==> src/rtl/snake_vga_pkg.sv <==
// Shared types and constants for the snake VGA display path.
// Latency: n/a (declarations only).
// Backpressure: n/a. Holds the update FSM states, bus widths and snake_data field offsets.
package snake_vga_pkg;

    localparam int DATA_W  = 740;
    localparam int SCORE_W = 16;
    localparam int DIG_MAX = 99;

    // snake_data field offsets
    localparam int STAGE_MSB  = 359;
    localparam int STAGE_LSB  = 328;
    localparam int HEAD1_MSB  = 231;
    localparam int HEAD1_LSB  = 200;
    localparam int APPLE_MSB  = 455;
    localparam int APPLE_LSB  = 424;
    localparam int HEARTS_MSB = 487;
    localparam int HEARTS_LSB = 456;
    localparam int BODY_MSB   = 629;
    localparam int BODY_LSB   = 520;

    typedef enum logic [2:0] {
        ST_IDLE,
        ST_CAPTURE,
        ST_LOAD,
        ST_SHIFT,
        ST_COMMIT
    } fus_state_e;

    // BCD bits needed for a bin_w-bit value: ceil(bin_w * 1.2), rounded up to whole nibbles.
    function automatic int bcd_width(input int bin_w);
        int bits;
        bits = (bin_w * 6 + 4) / 5;
        return ((bits + 3) / 4) * 4;
    endfunction

endpackage

==> src/rtl/frame_update_sequencer_if.sv <==
// Game-side / renderer-side bundle of the frame update sequencer.
// Latency: n/a (wiring only).
// Backpressure: none; iUpdReq is a level the game holds while its state is coherent.
// Ports: i* = live game state and update request, o* = committed render state and status.
interface frame_update_sequencer_if #(
    parameter int DATA_W  = snake_vga_pkg::DATA_W,
    parameter int SCORE_W = snake_vga_pkg::SCORE_W
);
    logic               iUpdReq;
    logic [DATA_W-1:0]  iSnakeData;
    logic [SCORE_W-1:0] iScore1;
    logic [SCORE_W-1:0] iScore2;
    logic [SCORE_W-1:0] iHighScore;

    logic               oUpdAck;
    logic [DATA_W-1:0]  oSnakeData;
    logic [31:0]        oStage;
    logic [3:0]         oDig1, oDig2, oDig3, oDig4, oDig5, oDig6;
    logic               oFrameTick;
    logic               oBusy;
    logic               oOverrun;

    modport master (
        output iUpdReq, iSnakeData, iScore1, iScore2, iHighScore,
        input  oUpdAck, oSnakeData, oStage, oDig1, oDig2, oDig3, oDig4, oDig5, oDig6,
               oFrameTick, oBusy, oOverrun
    );

    modport slave (
        input  iUpdReq, iSnakeData, iScore1, iScore2, iHighScore,
        output oUpdAck, oSnakeData, oStage, oDig1, oDig2, oDig3, oDig4, oDig5, oDig6,
               oFrameTick, oBusy, oOverrun
    );
endinterface

==> src/rtl/frame_update_sequencer_bin2bcd_serial.sv <==
// Serial double-dabble binary-to-BCD engine shared by all three scores.
// Latency: 1 load cycle + SCORE_W shift cycles; result is presented combinationally on the last shift.
// Backpressure: none; the controller drives load/shift and watches done.
// Ports: load (restart with bin_dat), shift (one add-3/shift step), bcd_nxt (BCD after this step), done.
module bin2bcd_serial #(
    parameter int SCORE_W = 16,
    parameter int BCD_W   = 20
) (
    input  logic               iVGA_CLK,
    input  logic               iRST_n,
    input  logic               load,
    input  logic               shift,
    input  logic [SCORE_W-1:0] bin_dat,
    output logic [BCD_W-1:0]   bcd_nxt,
    output logic               done
);
    localparam int SR_W  = BCD_W + SCORE_W;
    localparam int CNT_W = $clog2(SCORE_W) + 1;

    // {bcd, remaining binary}; binary bits shift up into the BCD field one per step
    logic [SR_W-1:0]  sr_q, sr_d, adj, shifted;
    logic [CNT_W-1:0] cnt_q, cnt_d;

    always_comb begin
        adj = sr_q;
        for (int i = 0; i < BCD_W / 4; i++) begin
            if (sr_q[SCORE_W + 4*i +: 4] >= 4'd5) begin
                adj[SCORE_W + 4*i +: 4] = sr_q[SCORE_W + 4*i +: 4] + 4'd3;
            end
        end
        shifted = adj << 1;

        sr_d  = sr_q;
        cnt_d = cnt_q;
        if (load) begin
            sr_d  = {{BCD_W{1'b0}}, bin_dat};
            cnt_d = '0;
        end else if (shift) begin
            sr_d  = shifted;
            cnt_d = cnt_q + CNT_W'(1);
        end
    end

    assign bcd_nxt = shifted[SR_W-1:SCORE_W];
    assign done    = shift & (cnt_q == CNT_W'(SCORE_W - 1));

    always_ff @(posedge iVGA_CLK or negedge iRST_n) begin
        if (!iRST_n) begin
            sr_q  <= '0;
            cnt_q <= '0;
        end else begin
            sr_q  <= sr_d;
            cnt_q <= cnt_d;
        end
    end
endmodule

==> src/rtl/frame_update_sequencer.sv <==
// Vsync-synchronised snapshot of game state + serial score->BCD, committed atomically once per frame.
// Latency: vsync edge (E0) to commit (E53) is 53 clocks for SCORE_W=16; ack after E1, tick after E53.
// Backpressure: none; a vsync edge while busy is dropped and flagged on the sticky oOverrun.
// Ports: iVGA_CLK/iRST_n (async active-low), iVS (active-low vsync), bus (game inputs / render outputs).
module frame_update_sequencer #(
    parameter int SCORE_W = snake_vga_pkg::SCORE_W,
    parameter int DATA_W  = snake_vga_pkg::DATA_W,
    parameter int DIG_MAX = snake_vga_pkg::DIG_MAX
) (
    input  logic                    iVGA_CLK,
    input  logic                    iRST_n,
    input  logic                    iVS,
    frame_update_sequencer_if.slave bus
);
    import snake_vga_pkg::*;

    localparam int BCD_W = bcd_width(SCORE_W);

    fus_state_e                 state_q, state_d;
    logic                       vs_q, vs_d, vs_fall;
    logic [1:0]                 k_q, k_d;
    logic [DATA_W-1:0]          sh_data_q, sh_data_d;
    logic [DATA_W-1:0]          out_data_q, out_data_d;
    logic [2:0][SCORE_W-1:0]    sh_score_q, sh_score_d;
    logic [2:0][7:0]            pend_q, pend_d;   // {tens, ones} per score, not yet visible
    logic [2:0][7:0]            dig_q, dig_d;     // committed {tens, ones} per score
    logic                       ack_q, ack_d;
    logic                       tick_q, tick_d;
    logic                       busy_q, busy_d;
    logic                       ovr_q, ovr_d;

    logic                       eng_load, eng_shift, eng_done, sat;
    logic [BCD_W-1:0]           eng_bcd;
    logic [SCORE_W-1:0]         cur_score;

    assign vs_fall   = vs_q & ~iVS;
    assign cur_score = sh_score_q[k_q];
    // Two-digit display: anything above DIG_MAX (or any BCD nibble above tens) pins to 99
    assign sat       = (cur_score > SCORE_W'(DIG_MAX)) | (|eng_bcd[BCD_W-1:8]);

    bin2bcd_serial #(
        .SCORE_W (SCORE_W),
        .BCD_W   (BCD_W)
    ) u_bcd (
        .iVGA_CLK (iVGA_CLK),
        .iRST_n   (iRST_n),
        .load     (eng_load),
        .shift    (eng_shift),
        .bin_dat  (cur_score),
        .bcd_nxt  (eng_bcd),
        .done     (eng_done)
    );

    always_comb begin
        state_d    = state_q;
        vs_d       = iVS;
        k_d        = k_q;
        sh_data_d  = sh_data_q;
        sh_score_d = sh_score_q;
        pend_d     = pend_q;
        out_data_d = out_data_q;
        dig_d      = dig_q;
        ack_d      = 1'b0;
        tick_d     = 1'b0;
        eng_load   = 1'b0;
        eng_shift  = 1'b0;
        // a vsync edge mid-sequence is not queued, only reported
        ovr_d      = ovr_q | (vs_fall & (state_q != ST_IDLE));

        case (state_q)
            ST_IDLE: begin
                if (vs_fall && bus.iUpdReq) begin
                    state_d = ST_CAPTURE;
                end
            end
            ST_CAPTURE: begin
                sh_data_d  = bus.iSnakeData;
                sh_score_d = {bus.iHighScore, bus.iScore2, bus.iScore1};
                ack_d      = 1'b1;
                k_d        = 2'd0;
                state_d    = ST_LOAD;
            end
            ST_LOAD: begin
                eng_load = 1'b1;
                state_d  = ST_SHIFT;
            end
            ST_SHIFT: begin
                eng_shift = 1'b1;
                if (eng_done) begin
                    pend_d[k_q] = sat ? 8'h99 : eng_bcd[7:0];
                    if (k_q < 2'd2) begin
                        k_d     = k_q + 2'd1;
                        state_d = ST_LOAD;
                    end else begin
                        state_d = ST_COMMIT;
                    end
                end
            end
            ST_COMMIT: begin
                out_data_d = sh_data_q;
                dig_d      = pend_q;
                tick_d     = 1'b1;
                state_d    = ST_IDLE;
            end
            default: state_d = ST_IDLE;
        endcase

        busy_d = (state_d != ST_IDLE);
    end

    always_ff @(posedge iVGA_CLK or negedge iRST_n) begin
        if (!iRST_n) begin
            state_q    <= ST_IDLE;
            vs_q       <= 1'b1;
            k_q        <= '0;
            sh_data_q  <= '0;
            sh_score_q <= '0;
            pend_q     <= '0;
            out_data_q <= '0;
            dig_q      <= '0;
            ack_q      <= 1'b0;
            tick_q     <= 1'b0;
            busy_q     <= 1'b0;
            ovr_q      <= 1'b0;
        end else begin
            state_q    <= state_d;
            vs_q       <= vs_d;
            k_q        <= k_d;
            sh_data_q  <= sh_data_d;
            sh_score_q <= sh_score_d;
            pend_q     <= pend_d;
            out_data_q <= out_data_d;
            dig_q      <= dig_d;
            ack_q      <= ack_d;
            tick_q     <= tick_d;
            busy_q     <= busy_d;
            ovr_q      <= ovr_d;
        end
    end

    assign bus.oUpdAck    = ack_q;
    assign bus.oSnakeData = out_data_q;
    assign bus.oStage     = out_data_q[STAGE_MSB:STAGE_LSB];
    assign bus.oDig1      = dig_q[0][7:4];
    assign bus.oDig2      = dig_q[0][3:0];
    assign bus.oDig3      = dig_q[1][7:4];
    assign bus.oDig4      = dig_q[1][3:0];
    assign bus.oDig5      = dig_q[2][7:4];
    assign bus.oDig6      = dig_q[2][3:0];
    assign bus.oFrameTick = tick_q;
    assign bus.oBusy      = busy_q;
    assign bus.oOverrun   = ovr_q;
endmodule

==> src/flat_wrapper.sv <==
// flat-port wrapper written by rule: the top's interface ports become plain ports
module frame_update_sequencer_flat import snake_vga_pkg::*;
#(
    parameter int SCORE_W = snake_vga_pkg::SCORE_W,
    parameter int DATA_W  = snake_vga_pkg::DATA_W,
    parameter int DIG_MAX = snake_vga_pkg::DIG_MAX
)
  (iVGA_CLK, iRST_n, iVS, bus_iUpdReq, bus_iSnakeData, bus_iScore1, bus_iScore2, bus_iHighScore, bus_oUpdAck, bus_oSnakeData, bus_oStage, bus_oDig1, bus_oDig2, bus_oDig3, bus_oDig4, bus_oDig5, bus_oDig6, bus_oFrameTick, bus_oBusy, bus_oOverrun);
  frame_update_sequencer_if #(.DATA_W(DATA_W), .SCORE_W(SCORE_W)) bus_i ();
  input  logic iVGA_CLK;
  input  logic iRST_n;
  input  logic iVS;
  input wire logic [$bits(bus_i.iUpdReq)-1:0] bus_iUpdReq;
  input wire logic [$bits(bus_i.iSnakeData)-1:0] bus_iSnakeData;
  input wire logic [$bits(bus_i.iScore1)-1:0] bus_iScore1;
  input wire logic [$bits(bus_i.iScore2)-1:0] bus_iScore2;
  input wire logic [$bits(bus_i.iHighScore)-1:0] bus_iHighScore;
  output wire logic [$bits(bus_i.oUpdAck)-1:0] bus_oUpdAck;
  output wire logic [$bits(bus_i.oSnakeData)-1:0] bus_oSnakeData;
  output wire logic [$bits(bus_i.oStage)-1:0] bus_oStage;
  output wire logic [$bits(bus_i.oDig1)-1:0] bus_oDig1;
  output wire logic [$bits(bus_i.oDig2)-1:0] bus_oDig2;
  output wire logic [$bits(bus_i.oDig3)-1:0] bus_oDig3;
  output wire logic [$bits(bus_i.oDig4)-1:0] bus_oDig4;
  output wire logic [$bits(bus_i.oDig5)-1:0] bus_oDig5;
  output wire logic [$bits(bus_i.oDig6)-1:0] bus_oDig6;
  output wire logic [$bits(bus_i.oFrameTick)-1:0] bus_oFrameTick;
  output wire logic [$bits(bus_i.oBusy)-1:0] bus_oBusy;
  output wire logic [$bits(bus_i.oOverrun)-1:0] bus_oOverrun;
  assign bus_i.iUpdReq = bus_iUpdReq;
  assign bus_i.iSnakeData = bus_iSnakeData;
  assign bus_i.iScore1 = bus_iScore1;
  assign bus_i.iScore2 = bus_iScore2;
  assign bus_i.iHighScore = bus_iHighScore;
  assign bus_oUpdAck = bus_i.oUpdAck;
  assign bus_oSnakeData = bus_i.oSnakeData;
  assign bus_oStage = bus_i.oStage;
  assign bus_oDig1 = bus_i.oDig1;
  assign bus_oDig2 = bus_i.oDig2;
  assign bus_oDig3 = bus_i.oDig3;
  assign bus_oDig4 = bus_i.oDig4;
  assign bus_oDig5 = bus_i.oDig5;
  assign bus_oDig6 = bus_i.oDig6;
  assign bus_oFrameTick = bus_i.oFrameTick;
  assign bus_oBusy = bus_i.oBusy;
  assign bus_oOverrun = bus_i.oOverrun;
  frame_update_sequencer #(.SCORE_W(SCORE_W), .DATA_W(DATA_W), .DIG_MAX(DIG_MAX)) u_core (.iVGA_CLK(iVGA_CLK), .iRST_n(iRST_n), .iVS(iVS), .bus(bus_i));
endmodule
==> config.mk <==
export PLATFORM = sky130hd
export DESIGN_NAME = frame_update_sequencer_flat
export DESIGN_NICKNAME = d
export VERILOG_FILES = /design/src/rtl/snake_vga_pkg.sv /design/src/rtl/frame_update_sequencer_if.sv /design/src/rtl/frame_update_sequencer_bin2bcd_serial.sv /design/src/rtl/frame_update_sequencer.sv /design/src/flat_wrapper.sv
export SDC_FILE = /design/constraint.sdc
export NUM_CORES = 2
export LEC_CHECK = 0
export ABC_CLOCK_PERIOD_IN_PS = 6700
export BUFFER_PORTS_ARGS = -buffer_cell sky130_fd_sc_hd__buf_4
export CAP_MARGIN = 20
export CORE_AREA = 2 2 625 627
export DETAILED_ROUTE_END_ITERATION = 10
export DIE_AREA = 0 0 627 629
export PLACE_DENSITY = 0.42
export REMOVE_ABC_BUFFERS = 1
export SLEW_MARGIN = 20
export SYNTH_ARGS = -nofsm -noshare
export SYNTH_HDL_FRONTEND = slang
export SYNTH_SLANG_ARGS = --single-unit
==> constraint.sdc <==
create_clock -name iVGA_CLK -period 6.7 [get_ports iVGA_CLK]
set_input_delay 0.67 -clock iVGA_CLK [delete_from_list [all_inputs] [get_ports iVGA_CLK]]
set_output_delay 0.67 -clock iVGA_CLK [all_outputs]
set_load 0.1 [all_outputs]
Word level (Yosys, flattened, before mapping)
Index checks and enable logic that the tools add are counted.

Output and inout bits: 800. Bits in registers: 1627. Word-level logic and storage cells: 85. Input port bits: 792.

Order comparisons: 9. Bitwise operators: 6. Add/sub/neg operators: 7. Equal/unequal tests: 7. Muxes and demuxes: 26. Reductions and logical operators: 10.

Operators with widths (number): two-way mux 36 bit (2); binary-select mux 16 bit (select 2 bit) (1); bitwise mux 24 bit (1); greater-or-equal comparator 4 x 3 -> 1 bit, second input constant (5); adder 4 x 2 -> 4 bit, second input constant (4); demux 8 bit (select 2 bit) (1); > comparator 16 x 7 -> 1 bit, second input constant (1); two-way mux 16 bit (1); two-way mux 4 bit (4); two-way mux 8 bit (2); two-way mux 3 bit (4); case mux 3 bit (4 select lines) (1); OR reduction 12 bit (1); two-way mux 5 bit (2); equality test 3 x 2 -> 1 bit, second input constant (2); nonzero test 3 bit (2); adder 5 x 1 -> 5 bit, second input constant (1); equality test 5 x 4 -> 1 bit, second input constant (1); two-way mux 1 bit (4); two-way mux 2 bit (2); != test 2 x 1 -> 1 bit, second input constant (2); case mux 2 bit (2 select lines) (1); nonzero test 2 bit (2); adder 3 x 2 -> 3 bit, second input constant (1); 13 further kinds (17).

Logic depth before layout (Yosys ltp)
Word-level depth: 6. Gate-level depth with buffers: 9. Gate-level depth less buffers: 8.

Modules after synthesis
Synthesis repeated with hierarchy kept, for this count alone.

Cells, all modules: 5454. Area, all modules: 62115.8 sq um.

By module, submodules not included: frame_update_sequencer (area each 59560.9 sq um, times used 1, sequential area each 39689.3 sq um, cells each 5177); bin2bcd_serial (area each 2555.0 sq um, times used 1, sequential area each 1026.0 sq um, cells each 277).

Worst setup path after synthesis
OpenSTA, ideal clock, no wires.

Path kind: reg-to-reg. Start point: register u_core.u_bcd.sr_q[32]. End point: register u_core.pend_q[19] (netlist name). Arrival: 2.138 ns. Required time: 6.576 ns. Clock period less this slack: 2.262 ns. Setup slack: 4.438 ns. Path buffers: 1. Library setup time: 0.124 ns. Cell stages (with the launch flop): 10. Path through: dfrtp_1 inv_1 ha_1 nand2b_1 a21oi_1 nand3_1 a2111oi_2 nand4_2 buf_6 o31a_1.

Cells in the longest elaborated chain, start to end: 6. Elaborated cells on any way between the ends: 7. Classes of those cells: add/sub: 1; order compare: 1; mux: 3; bitwise: 1; reduce/logical: 1.

Ends and longest elaborated chain: start: declaration (RTL line frame_update_sequencer_bin2bcd_serial.sv:21) `logic [SR_W-1:0] sr_q, sr_d, adj, shifted;`; start signal: assignment (RTL line frame_update_sequencer_bin2bcd_serial.sv:52) `sr_q <= sr_d;`; greater-or-equal comparator 4 x 3 -> 1 bit or adder 3 x 2 -> 3 bit (tied branches) (RTL line frame_update_sequencer_bin2bcd_serial.sv:27, frame_update_sequencer_bin2bcd_serial.sv:28); two-way mux 3 bit * (RTL line frame_update_sequencer_bin2bcd_serial.sv:27) `if (sr_q[SCORE_W + 4*i +: 4] >= 4'd5) begin`; OR reduction 12 bit * (RTL line frame_update_sequencer.sv:39) `assign sat = (cur_score > SCORE_W'(DIG_MAX)) | (|eng_bcd[BCD_W-1:8]);`; OR 1 bit * (RTL line frame_update_sequencer.sv:39); two-way mux 8 bit * (RTL line frame_update_sequencer.sv:90) `pend_d[k_q] = sat ? 8'h99 : eng_bcd[7:0];`; bitwise mux 24 bit * (RTL line frame_update_sequencer.sv:90); end signal: assignment (RTL line frame_update_sequencer.sv:131) `pend_q <= pend_d;`; end: declaration (RTL line frame_update_sequencer.sv:25) `logic [2:0][7:0] pend_q, pend_d;`.

Mark *: on every way between the ends. The rest lies on a longest branch, timed or not. A chain may end at the register's enable or synchronous reset.

Worst setup path after layout
Start point: register u_core.k_q[0]. End point: register u_core.pend_q[8] (netlist name).

Cells in the longest elaborated chain, start to end: 6. Elaborated cells on any way between the ends: 11. Classes of those cells: order compare: 3; mux: 6; bitwise: 1; reduce/logical: 1.

Ends and longest elaborated chain: start: declaration (RTL line frame_update_sequencer.sv:21) `logic [1:0] k_q, k_d;`; start signal: assignment (RTL line frame_update_sequencer.sv:128) `k_q <= k_d;`; binary-select mux 16 bit (select 2 bit) (RTL line frame_update_sequencer.sv:37) `assign cur_score = sh_score_q[k_q];`; two-way mux 16 bit (not written as such) (RTL line frame_update_sequencer.sv:37); > comparator 16 x 7 -> 1 bit (RTL line frame_update_sequencer.sv:39); OR 1 bit (RTL line frame_update_sequencer.sv:39); two-way mux 8 bit (RTL line frame_update_sequencer.sv:90); bitwise mux 24 bit * (RTL line frame_update_sequencer.sv:90).

Mark *: on every way between the ends. The rest lies on a longest branch, timed or not. The select of a mux whose other input is x is not followed.

==> metrics.cfg <==
[clocking]
cts.clk_slew.worst_paths_ns=0.06
cts-htree-levels=4
cts_hold_buf=787
cts_root_buffer=clkbuf_16
post_cts_buffers=0
cts.path.max_buffers=4
cts_tree=yes
clkLatencyLatePin_ns=0.88
cts_resized=0
cts_num_sinks=1627
numCtsBuffers=204

[grt]
grt_max_degree=169
grt_pass1_vias=44730
grt_pass1_wl_mm=357.2
grt_antenna_before_repair=102
grt_usage_pct=12.72
grt.overflow.total=0

[worst_setup_path]
crit_fanout=24
cp-end-kind=register
critPathKind=register to register
cp_cell_sequence=nor2b_2 > a22oi_2 > nand2_1 > nor4_2 > nand4_2 > o31a_1
cp_slowest_cell=dfrtp_2
arrival_ns=4.06
r2r_slack_ns=3.36
slowest_delay_ns=0.76
start_kind=register
critPathRequiredTime_ns=7.42
r2r_start=u_core.k_q[0]
rr_endpoint=u_core.pend_q[8]
reg2reg_depth=6

[floorplanning]
initial_core_util_pct=15.85
fp.dieArea_sq_um=394400
fp.dieW_um=627
fp-row-count=229
fp.dieH_um=629
io_pins=1592
core_area_sq_um=387700

[synthesis]
syn_avg_cell_area_sq_um=16.43
synth_edf_count=0
yosysTopAreaCellShare_pct=66.21
ys.flop_type=dfrtp_1
ys_types=45
synthTopCellsByArea=dfrtp_1 (66%), mux2_1 (28%), buf_2 (1.3%)
yosysWarnings=0
ys_seq_area_share_pct=66.25
ys_top_cells_by_count=dfrtp_1 (1,626), mux2_1 (1,545), buf_2 (157)
netlist_area_sq_um=61460
synth.most_common_cell=dfrtp_1
async_flop_share_pct=100.0
ys_seq_elements=1627
synth_cells=3741
synth_area_leader_cell=dfrtp_1

[drt]
wl_per_cell_um=22.34
drt_iter0_drc=1596
route.vias.total=40340
dr.pass1.iters=5
drc=0
routed_wl_mm=257.8
ant_nets=0
routed_via_density=3.496

[flow_run]
max_cap_viol_count=0

[timing]
slew_viol_final=0
hold_violations=0
holdWs_ns=0.1000
worst_pin_slew_ns=1.148
fin_crit_ns=3.344
skew_ns=0.04744
worst_slack_ns=3.356
tns_ns=0
max_slew_margin_pct=23.48
setup_viol=0
clock.fmax_mhz=299.0
fin_crit_sh_pct=49.91
rsz0062_at_grt=no

[hold_path]
hp-class=input pin to register
hold_depth=2
holdPathEnd=u_core.sh_data_q[549]
hold_start=bus_iSnakeData[549]

[place]
port_buffers=1591
routabilityCongestion=0.8336
pre_cts_ws_ns=2.825
hpwl_mm=197.8

[power]
p_leak_nw=46.08
vdd.ir_drop.worst_uv=185.4
power_mw=29.70
powerDensity_nw_per_um2=315.3

[status]
status=complete, no violations

[cells_and_area]
utilization_pct=24.30
fin_nets=6947
syn2layout_area_growth_pct=53.26
drive_gt1_share_pct=31.53

## registers in the layout, indices dropped and copies added, names as in the netlist, 5 cells and up
| register | count |
|---|---|
| u_core.bus.oSnakeData | 740 |
| u_core.sh_data_q | 740 |
| u_core.sh_score_q | 48 |
| u_core.u_bcd.sr_q | 36 |
| u_core.pend_q | 24 |
| u_core.u_bcd.cnt_q | 5 |
## final cells by class
type | count | area [sq um]
Clock inverter | 74 | 1069
Multi-Input combinational cell | 1868 | 19480
Sequential cell | 1627 | 40720
Timing Repair Buffer | 2421 | 20400
Clock buffer | 294 | 5857
Inverter | 18 | 67.56
Tap cell | 5197 | 6502
Antenna cell | 39 | 97.59
Fill cell | 40760 | 293500
## worst max path at each step
stage                          to  cells after the start  slack [ns]               from
6_report         u_core.pend_q[8]                      6        3.36      u_core.k_q[0]
5_1_grt          u_core.pend_q[0]                      6        3.11      u_core.k_q[0]
4_1_cts          u_core.pend_q[0]                      6        2.86      u_core.k_q[0]
3_5_place_dp    u_core.pend_q[12]                      6        2.83      u_core.k_q[0]
3_3_place_gp    u_core.pend_q[19]                      6        2.86      u_core.k_q[0]
2_1_floorplan  u_core.bus.oUpdAck                      2      -55.09  u_core.state_q[0]
## per-stage QoR
| stage | instance area [sq um] | std cells |
|---|---|---|
| global route | 94160 | 11530 |
| global placement | 79290 | 10340 |
| floorplan | 60250 | 3513 |
| CTS | 94100 | 11500 |
| finish | 94190 | 11540 |
| detailed placement | 79290 | 10340 |
## critical path, delay by kind of cell (launching register included)
kind / cells / cell delay (ns)
AOI/OAI and AO/OA: 2 / 0.89
DFF: 1 / 0.76
and+or+nand+nor: 4 / 1.55
## logic make-up after synthesis
group / synth area share, %
buffers and inverters: 2.072
flip-flops: 66.25
AO/OA/AOI/OAI: 1.315
AND/OR/NAND/NOR: 1.179
multiplexers: 28.81
adder cells (fa/ha/maj): 0.3054
XOR/XNOR: 0.07125
## where the power goes
part	switching, mW	internal (mW)
Combinational	1.82	2.39
Sequential	1.59	12.4
Clock	4.65	6.86
Total	8.05	21.7
## layout by cell type (no fill, tap or decap), drive strengths merged, types with 2 or more instances in the layout
master | netlist | layout
buf | 194 | 1634
dfrtp | 1626 | 1626
mux2 | 1561 | 1561
dlygate4sd3 | 0 | 787
clkbuf | 34 | 294
nand2 | 51 | 51
diode | 0 | 39
a21oi | 39 | 39
nor2 | 38 | 38
clkinv | 0 | 37
o21ai | 37 | 37
inv | 18 | 27
bufinv | 0 | 20
nand2b | 17 | 17
ha | 15 | 15
o31ai | 14 | 14
mux2i | 12 | 12
o31a | 12 | 12
nor3 | 12 | 12
o22ai | 9 | 9
nand3 | 9 | 9
clkinvlp | 0 | 8
nor2b | 6 | 6
a22oi | 6 | 6
nand3b | 5 | 5
xnor2 | 5 | 5
nor3b | 4 | 4
and2 | 3 | 3
and3 | 2 | 2
## layer usage
layer | up-vias | wire length [um] | share of wire [%] | track usage [%]
met4 | 20 | 10700 | 4.2 | 4.960
met5 | - | 126 | 0.049 | 0
met3 | 449 | 25220 | 9.8 | 5.499
met1 | 20600 | 97050 | 38 | 13.92
li1 | 18050 | - | - | -
met2 | 1223 | 124700 | 48 | 21.57
Power figures use the tool's default switching activity.
